[src/rtl/wb_master_arbiter_if.sv]
// Shared Wishbone master-side pins: the arbiter drives the *_O group and samples the *_I group.
interface wb_master_arbiter_if;
  logic [63:0] ADR_O;
  logic [63:0] DAT_O;
  logic [7:0]  SEL_O;
  logic [15:0] TGA_O;
  logic [15:0] TGC_O;
  logic [15:0] TGD_O;
  logic        CYC_O;
  logic        STB_O;
  logic        WE_O;
  logic        LOCK_O;
  logic [63:0] DAT_I;
  logic [15:0] TGD_I;
  logic        ACK_I;
  logic        ERR_I;
  logic        RTY_I;

  modport master (
    output ADR_O, DAT_O, SEL_O, TGA_O, TGC_O, TGD_O, CYC_O, STB_O, WE_O, LOCK_O,
    input  DAT_I, TGD_I, ACK_I, ERR_I, RTY_I
  );

  modport slave (
    input  ADR_O, DAT_O, SEL_O, TGA_O, TGC_O, TGD_O, CYC_O, STB_O, WE_O, LOCK_O,
    output DAT_I, TGD_I, ACK_I, ERR_I, RTY_I
  );
endinterface

[src/rtl/wb_master_arbiter.sv]
// Round-robin, CYC-framed arbiter sharing one Wishbone master port; grant registered (1 cycle),
// responses routed combinationally; a stalled STB is terminated with ERR after TIMEOUT cycles.
module wb_master_arbiter #(
  parameter int NUM_REQ = 4,
  parameter int TIMEOUT = 256
) (
  input  logic                    clk,
  input  logic                    RST_I,
  input  logic [NUM_REQ-1:0]      req_cyc,
  input  logic [NUM_REQ-1:0]      req_stb,
  input  logic [NUM_REQ-1:0]      req_we,
  input  logic [NUM_REQ-1:0]      req_lock,
  input  logic [64*NUM_REQ-1:0]   req_adr,
  input  logic [64*NUM_REQ-1:0]   req_dat,
  input  logic [8*NUM_REQ-1:0]    req_sel,
  input  logic [16*NUM_REQ-1:0]   req_tga,
  input  logic [16*NUM_REQ-1:0]   req_tgc,
  input  logic [16*NUM_REQ-1:0]   req_tgd,
  output logic [NUM_REQ-1:0]      req_ack,
  output logic [NUM_REQ-1:0]      req_err,
  output logic [NUM_REQ-1:0]      req_rty,
  output logic [63:0]             req_dat_o,
  output logic [15:0]             req_tgd_o,
  output logic [NUM_REQ-1:0]      gnt,
  wb_master_arbiter_if.master     bus
);

  localparam int PW = $clog2(NUM_REQ);
  localparam int WW = (TIMEOUT > 1) ? $clog2(TIMEOUT) : 1;
  localparam logic [WW-1:0] WD_LAST = WW'(TIMEOUT > 0 ? TIMEOUT - 1 : 0);

  localparam logic [0:0] ST_IDLE  = 1'b0;
  localparam logic [0:0] ST_GRANT = 1'b1;

  logic [0:0]    state;
  logic [PW-1:0] ptr;
  logic [PW-1:0] gidx;
  logic [WW-1:0] wd_cnt;

  logic          win_vld;
  logic [PW-1:0] win_idx;
  logic [PW-1:0] win_nxt;
  logic          granted;
  logic          resp;
  logic          wd_fire;
  logic          release_gnt;

  // First requester with CYC set, scanning upward from the rotating pointer.
  always_comb begin
    win_vld = 1'b0;
    win_idx = '0;
    for (int k = 0; k < NUM_REQ; k++) begin
      if (!win_vld && req_cyc[(int'(ptr) + k) % NUM_REQ]) begin
        win_vld = 1'b1;
        win_idx = PW'((int'(ptr) + k) % NUM_REQ);
      end
    end
    win_nxt = (win_idx == PW'(NUM_REQ - 1)) ? '0 : win_idx + 1'b1;
  end

  assign granted = (state == ST_GRANT);

  always_comb begin
    bus.ADR_O  = '0;
    bus.DAT_O  = '0;
    bus.SEL_O  = '0;
    bus.TGA_O  = '0;
    bus.TGC_O  = '0;
    bus.TGD_O  = '0;
    bus.CYC_O  = 1'b0;
    bus.STB_O  = 1'b0;
    bus.WE_O   = 1'b0;
    bus.LOCK_O = 1'b0;
    if (granted) begin
      bus.ADR_O  = req_adr[64*gidx +: 64];
      bus.DAT_O  = req_dat[64*gidx +: 64];
      bus.SEL_O  = req_sel[8*gidx +: 8];
      bus.TGA_O  = req_tga[16*gidx +: 16];
      bus.TGC_O  = req_tgc[16*gidx +: 16];
      bus.TGD_O  = req_tgd[16*gidx +: 16];
      bus.CYC_O  = req_cyc[gidx];
      bus.STB_O  = req_stb[gidx];
      bus.WE_O   = req_we[gidx];
      bus.LOCK_O = req_lock[gidx];
    end
  end

  assign resp        = bus.ACK_I | bus.ERR_I | bus.RTY_I;
  // Any bus response in the expiry cycle takes precedence over the watchdog error.
  assign wd_fire     = (TIMEOUT != 0) && bus.STB_O && !resp && (wd_cnt == WD_LAST);
  assign release_gnt = wd_fire || (!req_cyc[gidx] && !req_lock[gidx]);

  assign req_ack   = {NUM_REQ{bus.ACK_I}} & gnt & req_stb;
  assign req_err   = {NUM_REQ{bus.ERR_I | wd_fire}} & gnt & req_stb;
  assign req_rty   = {NUM_REQ{bus.RTY_I}} & gnt & req_stb;
  assign req_dat_o = bus.DAT_I;
  assign req_tgd_o = bus.TGD_I;

  always_ff @(posedge clk) begin
    if (RST_I) begin
      state  <= ST_IDLE;
      gnt    <= '0;
      ptr    <= '0;
      gidx   <= '0;
      wd_cnt <= '0;
    end else if (state == ST_IDLE) begin
      wd_cnt <= '0;
      if (win_vld) begin
        state <= ST_GRANT;
        gidx  <= win_idx;
        gnt   <= NUM_REQ'(1) << win_idx;
        ptr   <= win_nxt;
      end
    end else begin
      if (release_gnt) begin
        state  <= ST_IDLE;
        gnt    <= '0;
        wd_cnt <= '0;
      end else if (bus.STB_O && !resp) begin
        wd_cnt <= wd_cnt + 1'b1;
      end else begin
        wd_cnt <= '0;
      end
    end
  end

endmodule

[src/flat_wrapper.sv]
// flat-port wrapper written by rule: the top's interface ports become plain ports
module wb_master_arbiter_flat 
#(
  parameter int NUM_REQ = 4,
  parameter int TIMEOUT = 256
)
  (clk, RST_I, req_cyc, req_stb, req_we, req_lock, req_adr, req_dat, req_sel, req_tga, req_tgc, req_tgd, req_ack, req_err, req_rty, req_dat_o, req_tgd_o, gnt, bus_ADR_O, bus_DAT_O, bus_SEL_O, bus_TGA_O, bus_TGC_O, bus_TGD_O, bus_CYC_O, bus_STB_O, bus_WE_O, bus_LOCK_O, bus_DAT_I, bus_TGD_I, bus_ACK_I, bus_ERR_I, bus_RTY_I);
  wb_master_arbiter_if bus_i ();
  input  logic clk;
  input  logic RST_I;
  input  logic [NUM_REQ-1:0] req_cyc;
  input  logic [NUM_REQ-1:0] req_stb;
  input  logic [NUM_REQ-1:0] req_we;
  input  logic [NUM_REQ-1:0] req_lock;
  input  logic [64*NUM_REQ-1:0] req_adr;
  input  logic [64*NUM_REQ-1:0] req_dat;
  input  logic [8*NUM_REQ-1:0] req_sel;
  input  logic [16*NUM_REQ-1:0] req_tga;
  input  logic [16*NUM_REQ-1:0] req_tgc;
  input  logic [16*NUM_REQ-1:0] req_tgd;
  output logic [NUM_REQ-1:0] req_ack;
  output logic [NUM_REQ-1:0] req_err;
  output logic [NUM_REQ-1:0] req_rty;
  output logic [63:0] req_dat_o;
  output logic [15:0] req_tgd_o;
  output logic [NUM_REQ-1:0] gnt;
  output wire logic [$bits(bus_i.ADR_O)-1:0] bus_ADR_O;
  output wire logic [$bits(bus_i.DAT_O)-1:0] bus_DAT_O;
  output wire logic [$bits(bus_i.SEL_O)-1:0] bus_SEL_O;
  output wire logic [$bits(bus_i.TGA_O)-1:0] bus_TGA_O;
  output wire logic [$bits(bus_i.TGC_O)-1:0] bus_TGC_O;
  output wire logic [$bits(bus_i.TGD_O)-1:0] bus_TGD_O;
  output wire logic [$bits(bus_i.CYC_O)-1:0] bus_CYC_O;
  output wire logic [$bits(bus_i.STB_O)-1:0] bus_STB_O;
  output wire logic [$bits(bus_i.WE_O)-1:0] bus_WE_O;
  output wire logic [$bits(bus_i.LOCK_O)-1:0] bus_LOCK_O;
  input wire logic [$bits(bus_i.DAT_I)-1:0] bus_DAT_I;
  input wire logic [$bits(bus_i.TGD_I)-1:0] bus_TGD_I;
  input wire logic [$bits(bus_i.ACK_I)-1:0] bus_ACK_I;
  input wire logic [$bits(bus_i.ERR_I)-1:0] bus_ERR_I;
  input wire logic [$bits(bus_i.RTY_I)-1:0] bus_RTY_I;
  assign bus_ADR_O = bus_i.ADR_O;
  assign bus_DAT_O = bus_i.DAT_O;
  assign bus_SEL_O = bus_i.SEL_O;
  assign bus_TGA_O = bus_i.TGA_O;
  assign bus_TGC_O = bus_i.TGC_O;
  assign bus_TGD_O = bus_i.TGD_O;
  assign bus_CYC_O = bus_i.CYC_O;
  assign bus_STB_O = bus_i.STB_O;
  assign bus_WE_O = bus_i.WE_O;
  assign bus_LOCK_O = bus_i.LOCK_O;
  assign bus_i.DAT_I = bus_DAT_I;
  assign bus_i.TGD_I = bus_TGD_I;
  assign bus_i.ACK_I = bus_ACK_I;
  assign bus_i.ERR_I = bus_ERR_I;
  assign bus_i.RTY_I = bus_RTY_I;
  wb_master_arbiter #(.NUM_REQ(NUM_REQ), .TIMEOUT(TIMEOUT)) u_core (.clk(clk), .RST_I(RST_I), .req_cyc(req_cyc), .req_stb(req_stb), .req_we(req_we), .req_lock(req_lock), .req_adr(req_adr), .req_dat(req_dat), .req_sel(req_sel), .req_tga(req_tga), .req_tgc(req_tgc), .req_tgd(req_tgd), .req_ack(req_ack), .req_err(req_err), .req_rty(req_rty), .req_dat_o(req_dat_o), .req_tgd_o(req_tgd_o), .gnt(gnt), .bus(bus_i));
endmodule
[config.mk]
export PLATFORM = sky130hd
export DESIGN_NAME = wb_master_arbiter_flat
export DESIGN_NICKNAME = d
export VERILOG_FILES = /design/src/rtl/wb_master_arbiter_if.sv /design/src/rtl/wb_master_arbiter.sv /design/src/flat_wrapper.sv
export SDC_FILE = /design/constraint.sdc
export NUM_CORES = 1
export LEC_CHECK = 0
export CAP_MARGIN = 25
export CORE_AREA = 2 2 431 433
export CTS_CLUSTER_DIAMETER = 40
export CTS_CLUSTER_SIZE = 10
export DETAILED_ROUTE_END_ITERATION = 6
export DIE_AREA = 0 0 433 435
export SLEW_MARGIN = 25
export SYNTH_ARGS = -nofsm -noshare
export SYNTH_HDL_FRONTEND = slang
export SYNTH_SLANG_ARGS = --single-unit
[constraint.sdc]
create_clock -name clk -period 1.8 [get_ports clk]
set_input_delay 0.27 -clock clk [delete_from_list [all_inputs] [get_ports clk]]
set_output_delay 0.27 -clock clk [all_outputs]
set_load 0.01 [all_outputs]
=== Yosys cells after proc, flatten, opt, wreduce, memory -nomap -nowiden ===
Cells that the tools add are included.
Widths: inputs -> output; s select.

* Bits in registers: 17
* Word-level logic and storage cells: 103

* Add/sub/neg operators: 5
* $lt $le $gt $ge: 5
* Eq/ne operators: 3
* Shift operators: 7
* Mux-type cells: 44
* Bitwise gates (word level): 14
* Reductions and logical operators: 20

{| class="wikitable"
|+ Operators with widths
! operator !! number
|-
| $shiftx 256x9->64 || 2
|-
| $shiftx 64x7->16 || 3
|-
| $mux 64 || 2
|-
| $mux 16 || 3
|-
| $shiftx 32x6->8 || 1
|-
| $and 4x4->4 || 6
|-
| $mux 1 || 22
|-
| $bmux 1 s2 || 8
|-
| $lt 3x4->1 const B || 3
|-
| $mux 4 || 3
|-
| $mux 2 || 5
|-
| $add 8x1->8 const B || 1
|-
| $eq 8x8->1 const B || 1
|-
| $mux 8 || 1
|-
| $logic_and 1x1->1 || 6
|-
| $logic_not 1->1 || 6
|-
| $lt 2x3->1 const B || 2
|-
| $reduce_or 2->1 || 3
|-
| $add 2x1->2 const B || 2
|-
| $add 2x2->2 const B || 2
|-
| $reduce_and 2->1 || 2
|-
| $reduce_or 4->1 || 1
|-
| $shl 1x2->4 const A || 1
|-
| $and 1x1->1 const A || 3
|-
| 6 further kinds || 9
|}

=== Longest topological paths before layout ===
Gate-level depths: netlist (run 1).

* Depth in word-level cells: 17
* Gate-level depth with buffers: 8
* Gate-level depth less buffers: 8

=== Least setup slack after synthesis (run 1) ===
OpenSTA, ideal clock, no wires.

* Path kind: flip-flop to output port
* Start point: register u_core.gidx[0]
* End point: output bus_TGA_O[10]
* Data arrival time: 1.456 ns
* Required time: 1.530 ns
* Path slack: 0.074 ns
* Stages on the path, launching flop included: 6
* Buffers on the path: 3
* Path through: dfxtp_1 > buf_6 > buf_6 > buf_6 > mux4_2 > and2_1

* Cells in the longest elaborated chain, start to end: 2

{| class="wikitable"
|+ Ends and longest elaborated chain
! item !! line !! text
|-
| from (decl) || wb_master_arbiter.sv:37 || <nowiki>logic [PW-1:0] gidx;</nowiki>
|-
| from (signal assigned) || wb_master_arbiter.sv:110 || <nowiki>gidx <= win_idx;</nowiki>
|-
| $shiftx 64x7->16 || wb_master_arbiter.sv:78 || <nowiki>bus.TGA_O = req_tga[16*gidx +: 16];</nowiki>
|-
| $mux 16 || wb_master_arbiter.sv:74 || <nowiki>if (granted) begin</nowiki>
|-
| to (decl) || flat_wrapper.sv:30 || <nowiki>output wire logic [$bits(bus_i.TGA_O)-1:0] bus_TGA_O;</nowiki>
|}

Every way passes these cells.

=== Final worst setup path (run 1) ===
* Start point: register u_core.gidx[0]
* End point: output bus_ADR_O[25]

* Cells in the longest elaborated chain, start to end: 2

{| class="wikitable"
|+ Ends and longest elaborated chain
! item !! line !! text
|-
| $shiftx 256x9->64 || wb_master_arbiter.sv:75 || <nowiki>bus.ADR_O = req_adr[64*gidx +: 64];</nowiki>
|-
| $mux 64 || wb_master_arbiter.sv:74 ||
|-
| to (decl) || flat_wrapper.sv:27 || <nowiki>output wire logic [$bits(bus_i.ADR_O)-1:0] bus_ADR_O;</nowiki>
|}

Every way passes these cells.

==> results of run 1 <==
## sequential cells by signal, indices dropped and copies added (netlist names)
name	flops
u_core.gidx	2
u_core.ptr	2
u_core.granted	1
u_core.gnt	4
u_core.wd_cnt	8
## metal layers
metal | track usage, % | wire, um | vias to the layer above
met5 | 0.768 | 704 | -
met3 | 6.83 | 17300 | 215
met2 | 23.4 | 64600 | 948
li1 | - | - | 4607
met1 | 15.7 | 50700 | 5819
met4 | 1.66 | 2720 | 84
## area by class of cell
class,count,area [um^2]
flip-flops and latches,17,352
repair buffers,1204,12700
clock buffers,3,75.1
multi-input cells,474,6670
clock inverters,1,5.00
inverters,3,13.8
well taps,2480,3100
diodes,34,85.1
fillers,21000,161000
## path summary, 6_finish.rpt
check	start	end	slack, ns	cells past startpoint
worst min register to register	u_core.ptr[0]$_SDFFE_PP0P_	u_core.ptr[0]$_SDFFE_PP0P_	0.52	2
worst min-delay path	u_core.ptr[0]$_SDFFE_PP0P_	u_core.ptr[0]$_SDFFE_PP0P_	0.52	2
worst max-delay path	u_core.gidx[0]$_SDFFE_PP0P_	bus_ADR_O[25]	-0.62	7
worst max register to register	u_core.gidx[0]$_SDFFE_PP0P_	u_core.wd_cnt[1]$_SDFF_PP0_	-0.41	10
## where the power goes
group / internal, uW / switching (uW)
clock: 298 / 165
sequential: 407 / 40.9
combinational: 5690 / 3790
total: 6390 / 4000
## cells by family (layout without fill, tap and decap cells)
group,Yosys count,after routing,share of synthesized area (%)
buf+inv,150,1211,13.8
xor+xnor,6,6,0.705
mux,189,189,56.8
simple gates,251,251,21.1
flops,17,17,4.56
compound gates,23,23,2.22
other cells,0,34,0
fa+ha+maj,5,5,0.839
## through the flow
step	cell area, um^2	power (uW)	util (%)
2_1_floorplan	7460	3360	-
3_3_place_gp	20400	8220	11.1
3_5_place_dp	20400	8200	11.1
4_1_cts	22200	10200	12.1
5_1_grt	22900	10900	12.5
6_report	23000	10400	12.5
## worst min-delay path: stages, from the launching register on
cell	delay, ns
dfxtp_1	0.34
nand2_1	0.07
a21oi_1	0.06
## what timing repair did
| action | CTS | global route |
|---|---|---|
| endpoints found under the setup margin | 213 | 208 |
| hold buffers | 0 | 0 |
| pin swaps | 80 | 63 |
| setup buffers | 82 | 45 |
| cloned | 8 | 1 |
| resized for setup | 838 | 224 |
## cells in the mapped netlist (2+ instances only)
library cell / count
buf_2: 19
a21boi_0: 2
buf_4: 81
mux2i_1: 2
xor2_1: 5
nor2_1: 8
and4_1: 3
nand2b_1: 3
o31ai_1: 2
nor3_1: 7
and3b_2: 4
mux4_2: 187
a21oi_1: 7
and2_1: 187
nor2b_1: 2
ha_1: 5
buf_6: 18
and3_1: 9
inv_1: 2
o22ai_1: 5
nor4_1: 2
nand3_1: 5
nand2_1: 9
clkbuf_1: 28
dfxtp_1: 17
nand3b_1: 5
==> flow_summary.toml, run 1 <==
[drt]
vias_per_cell = 2.77
firstDrtPassIters = 5
wl_um = 136000
wire_per_inst_um = 32.3
vias = 11700
drc = 0
drtIter0Drc = 798
antenna_left = 0

[global_route]
grt_max_degree = 45
grt_pass1_wl_um = 161000
grtUsageTotal_pct = 13.8
gr-total-overflow = 0
grt_pass1_vias = 11800
antenna_found_initial = 146

[logic_synthesis]
synth_ff_type = "dfxtp_1"
synth_nets = 1483
synth_edf_count = 0
yosys_warnings = 0
synth.top_cell.area_share_pct = 56.5
ys_seq_elements = 17
netlist_area_um2 = 7460
async_flop_share_pct = 0
synth_area_leaders = "mux4_2, and2_1, buf_4"
avgSynthCellArea_um2 = 11.6
ys_seq_area_share_pct = 4.56
synthCells = 641
yosysUniqueCellTypes = 43
synth_top_cell_by_area = "mux4_2"

[sta]
hold_viol_final = 0
setup_viol = 205
slew_headroom_pct = 59.7
clock_skew_ns = 0.00238
fin_crit_ns = 2.42
max_freq_ghz = 0.413
rsz0062_at_grt = "true"
setup_slack_ns = -0.621
slew_violations = 0
worst_pin_slew_ns = 0.603
tns_ns = -93.23
finalCritPeriodShare_pct = 134
whs_ns = 0.517

[placement]
dp_hpwl_um = 125000
place.gp.congestion = 1.01
portBuffers = 960
dpl_worst_slack_ns = -0.686
dpl.cell_count = 4065

[clocking]
clk_path_buf_depth = 2
clock-sinks = 17
cts_tree = "yes"
cts_root_buf = "clkbuf_16"
cts_buffers = 3
htree_levels = 1
clk_pin_slew_ns = 0.06
clock_latency_ns = 0.25

[layout]
drive_gt1_share_pct = 49.4
nets = 2545
mostFrequentLayoutCell = "clkdlybuf4s50_1"
layout_common_cells = "clkdlybuf4s50_1, buf_6, mux4_2"
layoutNonFillerInstCount = 4216
area_growth_pct = 209

[power]
power_density_nw_per_um2 = 452
leakage_uw = 0.00811
ir_drop_v = 0.000427

[floorplan]
die_x_um = 433
start_util_pct = 4.05
die-area_um2 = 188000
core_um2 = 184000
die_y_um = 435
ios = 1121
placementRows = 158

[outcome]
status = "complete, but fails checks"
violations = "negative setup slack"

[job]
cap_violations = 0

[critical_path]
critPathSlowestCell = "mux4_2"
cpLargestDelayFamily = "buffers and inverters"
path_buf_inv = 5
critPathArrivalTime_ns = 2.15
crit_path_cell_trace = "buf_12, buf_12, buf_16, buf_12, mux4_2, and2_4, buf_6"
required_ns = 1.53
criticalPathCategory = "reg -> out"
critPathMaxStageDelay_ns = 0.63
cpMostUsedCell = "buf_12"
end_kind = "output pin"
cp_max_fo = 8
critical_path.startpoint_type = "register"

[hold_path]
hold_class = "reg -> reg"
Power figures use the tool's default switching activity.
==> inputs of run 2 (changes only) <==
Settings changed: CAP_MARGIN 25 to 10, SETUP_SLACK_MARGIN set to 0.3.
==> run 2 against run 1 <==
Against the previous run:
- the flow still finishes with violations (negative setup slack)
- fmax shrank 2.5%
- wire length shrank 1.4%
- worst hold slack gained 0.0030 ns
- global-route usage shrank 0.28 points
- combinational power grew 1%
- flip-flop and latch count is the same
- via count grew 3.3%
- count of clock-buffer cells in the layout is the same
- critical path depth is the same
- cell count shrank 0.50%
- register-to-register slack lost 0.09 ns
- clock power shrank 2%
==> flow_summary.toml, run 2 (same netlist as run 1, synthesis figures left out) <==
[outcome]
status = "complete, but fails checks"
violations = "negative setup slack"

[drt]
drtIter0Drc = 858
firstDrtPassIters = 5
drc = 0
wl_um = 134000
vias = 12100
antenna_left = 0
vias_per_cell = 2.87
wire_per_inst_um = 32.0

[placement]
dpl_worst_slack_ns = -0.630
place.gp.congestion = 1.16
dpl.cell_count = 4011
dp_hpwl_um = 121000
portBuffers = 960
placedInstanceArea_um2 = 20100

[job]
cap_violations = 0

[layout]
top_regs = "u_core.wd_cnt x8, u_core.gnt x4"
top_register = "u_core.wd_cnt"
layout_common_cells = "clkdlybuf4s50_1, buf_6, mux4_2"
nFillCells = 20900
largest_reg_flops = 8
mostFrequentLayoutCell = "clkdlybuf4s50_1"
drive_gt1_share_pct = 49.8
nets = 2514
design_area_um2 = 23100
layoutNonFillerInstCount = 4195
area_growth_pct = 209

[clocking]
clock_latency_ns = 0.25
clk_path_buf_depth = 2
cts_root_buf = "clkbuf_16"
clk_pin_slew_ns = 0.05
cts_tree = "yes"
holdBufCountCts = 0
clock-sinks = 17
cts_buffers = 3
htree_levels = 1

[sta]
worst_pin_slew_ns = 0.579
clock_skew_ns = 0.00227
finalCritPeriodShare_pct = 138
fin_crit_ns = 2.48
setup_viol = 205
setup_slack_ns = -0.682
max_freq_ghz = 0.403
slew_headroom_pct = 61.3
rsz0062_at_grt = "true"
slew_violations = 0
tns_ns = -104.42
hold_viol_final = 0

[critical_path]
critPathArrivalTime_ns = 2.21
cp_max_fo = 7
crit_path_cell_trace = "buf_12, buf_16, buf_16, buf_6, mux4_2, and2_4, buf_6"
critPathMaxStageDelay_ns = 0.61
ff2ff_setup_slack_ns = -0.50
required_ns = 1.53
end_kind = "output pin"
critPathSlowestCell = "mux4_2"
criticalPathCategory = "reg -> out"
critical_path.startpoint_type = "register"

[hold_path]
hold_class = "reg -> reg"

[floorplan]
die-area_um2 = 188000
die_y_um = 435
die_x_um = 433
placementRows = 158
start_util_pct = 4.05
ios = 1121
core_um2 = 184000

[global_route]
gr-total-overflow = 0
grt_max_degree = 70
grtUsageTotal_pct = 13.5
antenna_found_initial = 167
grt_pass1_wl_um = 158000
grt_pass1_vias = 12000

[power]
p_int_uw = 6510
switching_share_pct = 38.1
p_seq_share_pct = 4.4
p_clk_share_pct = 4.3
leakage_uw = 0.00807
p_switching_uw = 4010
power_density_nw_per_um2 = 456
ir_drop_v = 0.000279
power_frac_comb_pct = 91.3
## run 2: changes by cell type in the layout (fill, tap and decap cells not counted), moves of 9 or more
cell	previous run	this run
buf_12	57	45
buf_4	129	65
buf_6	198	235
diode_2	34	44
buf_2	15	25
buf_8	24	15
buf_16	8	21
## run 2: timing repair
item	CTS	global route
setup buffers	92	28
cloned	14	2
gates resized for setup	798	182
endpoints found under the setup margin	220	213
pin swaps	72	39
## run 2: final cells by class
type	instances	area (um^2)	area share, %
clock inverters	1	5.00	0.0217
repair buffers	1173	12700	54.9
inverters	3	13.8	0.0597
clock buffers	3	75.1	0.326
multi-input cells	474	6730	29.2
flip-flops and latches	17	362	1.57
diodes	44	110	0.478
well taps	2480	3100	13.5
## run 2: worst paths after layout
path,start,depth (start not counted),endpoint
hold reg to reg,u_core.ptr[0]$_SDFFE_PP0P_,2,u_core.ptr[0]$_SDFFE_PP0P_
hold / removal,u_core.ptr[0]$_SDFFE_PP0P_,2,u_core.ptr[0]$_SDFFE_PP0P_
setup / recovery,u_core.gidx[0]$_SDFFE_PP0P_,7,bus_ADR_O[59]
setup reg to reg,u_core.gidx[0]$_SDFFE_PP0P_,11,u_core.wd_cnt[1]$_SDFF_PP0_
## run 2: power groups by stage
stage          combinational [uW]  clock, uW  sequential [uW]
2_1_floorplan                3130          0              441
3_3_place_gp                 7570          0              460
3_5_place_dp                 7580          0              463
4_1_cts                      9120        461              457
5_1_grt                      9990        482              467
6_report                     9610        452              460
## run 2: layer usage
| layer | routed length [um] | GRT usage (%) |
|---|---|---|
| met3 | 18700 | 8.38 |
| met1 | 46800 | 13.9 |
| met5 | 1200 | 3.15 |
| met4 | 4790 | 2.97 |
| met2 | 62700 | 22.6 |
## run 2: worst max-delay path, delay by kind of cell, from the launching register on
family	cells	cell delay, ns
DFF	1	0.40
and+or+nand+nor	1	0.21
buffers and inverters	5	0.70
muxes	1	0.61
## run 2: per-stage QoR
step / utilization (%) / total power [uW] / hold slack [ns]
finish: 12.5 / 10500 / 0.520
global route: 12.5 / 10900 / 0.540
CTS: 12.0 / 10000 / 0.517
detailed placement: 10.9 / 8040 / 0.510
global placement: 10.9 / 8030 / 0.480
floorplan: - / 3580 / 0.454
==> inputs of run 3 (changes only) <==
Clock period 1.8 ns to 2.45 ns, I/O delays scaled along.
==> run 3 against run 2 <==
Against the previous run:
- critical endpoint is now bus_DAT_O[12]
- die area stayed put
- sequential power down 27%
- via count down 5.8%
- clock skew about the same
- setup slack better by 0.59 ns
- first-iteration DRC count down 2.8%
- utilization is 0.24 points lower
- cell count shrank 0.67%
- flip-flop and latch count unchanged
- the flow still finishes with violations (negative setup slack)
==> flow_summary.toml, run 3 (same netlist as run 1, synthesis figures left out) <==
[outcome]
status = "complete, but fails checks"
violations = "negative setup slack"

[power]
p_switching_uw = 2910
finalPower_uw = 7550
ir_drop_v = 0.000293
leakage_uw = 0.00781
p_clk_share_pct = 4.4
switching_share_pct = 38.6
power_density_nw_per_um2 = 334
p_seq_share_pct = 4.5
p_int_uw = 4640
power_frac_comb_pct = 91.1

[critical_path]
critical_path.startpoint_type = "register"
cp_max_fo = 6
criticalPathCategory = "reg -> out"
end_kind = "output pin"
critPathArrivalTime_ns = 2.18
required_ns = 2.08

[drt]
wl_um = 135000
highest_layer = "met5"
wire_per_inst_um = 32.3
firstDrtPassIters = 5
vias = 11400
drtIter0Drc = 834
drc = 0
met1_length_um = 49500
vias_per_cell = 2.73
antenna_left = 0
wl_met2_um = 62300
dr_wl_met3_um = 18100

[global_route]
grtUsageTotal_pct = 13.6
gr-total-overflow = 0
grt_pass1_vias = 11600
antenna_found_initial = 136
grt_max_degree = 56
grt_pass1_wl_um = 158000

[layout]
top_register = "u_core.wd_cnt"
mostFrequentLayoutCell = "clkdlybuf4s50_1"
layout_common_cells = "clkdlybuf4s50_1, buf_6, mux4_2"
largest_reg_flops = 8
nets = 2496
drive_gt1_share_pct = 45.8
fin_util_pct = 12.3
design_area_um2 = 22600
top_regs = "u_core.wd_cnt x8, u_core.gnt x4"
area_growth_pct = 203

[sta]
worst_pin_slew_ns = 0.554
setup_viol = 36
clock_skew_ns = 0.00210
fin_crit_ns = 2.54
setup_slack_ns = -0.0928
finalCritPeriodShare_pct = 104
slew_headroom_pct = 63.0
max_freq_ghz = 0.393
hold_viol_final = 0
rsz0062_at_grt = "true"
slew_violations = 0

[floorplan]
placementRows = 158
ios = 1121
die_y_um = 435
die_x_um = 433
start_util_pct = 4.05
die-area_um2 = 188000
core_um2 = 184000

[clocking]
cts_buffers = 3
clock_latency_ns = 0.25
cts_tree = "yes"
clock-sinks = 17
clk_pin_slew_ns = 0.05
clk_path_buf_depth = 2
htree_levels = 1
cts_root_buf = "clkbuf_16"

[placement]
place.gp.congestion = 0.999
placedInstanceArea_um2 = 20000
portBuffers = 960
dp_hpwl_um = 123000

[hold_path]
hold_class = "reg -> reg"

[job]
cap_violations = 0
==> run 3: changes by cell type in the layout (fill, tap and decap cells not counted), sizes merged, moves of 3 or more <==
cell and change:
buf -30, clkbuf -3, clkdlybuf4s50 +12, diode -10, dlygate4sd2 +7, dlymetal6s2s -3
==> run 3: power groups by stage <==
stage                     Clock [uW]  Combinational (uW)  Sequential (uW)
final                            335                6880              338
after global routing             345                7190              341
after CTS                        339                6530              335
after detailed placement           0                5610              336
after global placement             0                5620              335
after floorplan                    0                2150              323
==> run 3: path summary, 6_finish.rpt <==
check                                                 start                     endpoint  slack [ns]  cells after the start
worst max-delay path            u_core.gidx[0]$_SDFFE_PP0P_                bus_DAT_O[12]       -0.09                      7
worst min-delay path             u_core.ptr[0]$_SDFFE_PP0P_   u_core.ptr[0]$_SDFFE_PP0P_        0.51                      2
worst max register to register  u_core.gidx[0]$_SDFFE_PP0P_  u_core.wd_cnt[2]$_SDFF_PP0_        0.13                     10
worst min register to register   u_core.ptr[0]$_SDFFE_PP0P_   u_core.ptr[0]$_SDFFE_PP0P_        0.51                      2
==> run 3: final cells by class <==
type | instances | area (um^2)
clock inverter | 1 | 6.26
clock buffer | 3 | 75.1
antenna | 34 | 85.1
tap | 2480 | 3100
fill | 21000 | 161000
inverter | 3 | 13.8
multi-input combinational | 474 | 6570
timing repair buffer | 1155 | 12400
sequential | 17 | 352
==> run 3: what timing repair did <==
action | in CTS | in global routing
pin swaps | 33 | 24
setup buffers | 65 | 33
cloned | 9 | 3
setup endpoints to repair | 205 | 205
hold buffers | 0 | 0
resized for setup | 703 | 236
==> run 3: critical path, cell delays in order, from the launching register on <==
cell	delay, ns
dfxtp_4	0.42
buf_12	0.16
buf_16	0.16
buf_4	0.12
buf_6	0.10
mux4_2	0.63
and2_4	0.20
buf_6	0.11
==> run 3: metrics by stage <==
step | hold slack [ns] | setup TNS, ns | cells | worst slack, ns
after floorplan | 0.459 | 0 | 641 | 0.627
after global placement | 0.494 | -2.42 | 4019 | -0.185
after detailed placement | 0.496 | -2.31 | 4019 | -0.187
after CTS | 0.501 | -2.50 | 4097 | -0.0893
after global routing | 0.556 | -3.40 | 4143 | -0.118
final | 0.511 | -0.946 | 4167 | -0.0928
==> run 3: per-layer routing <==
metal / track usage, % / vias up
li1: - / 4511
met1: 15.3 / 5661
met2: 22.6 / 852
met3: 7.08 / 232
met4: 2.50 / 102
met5: 0.768 / -
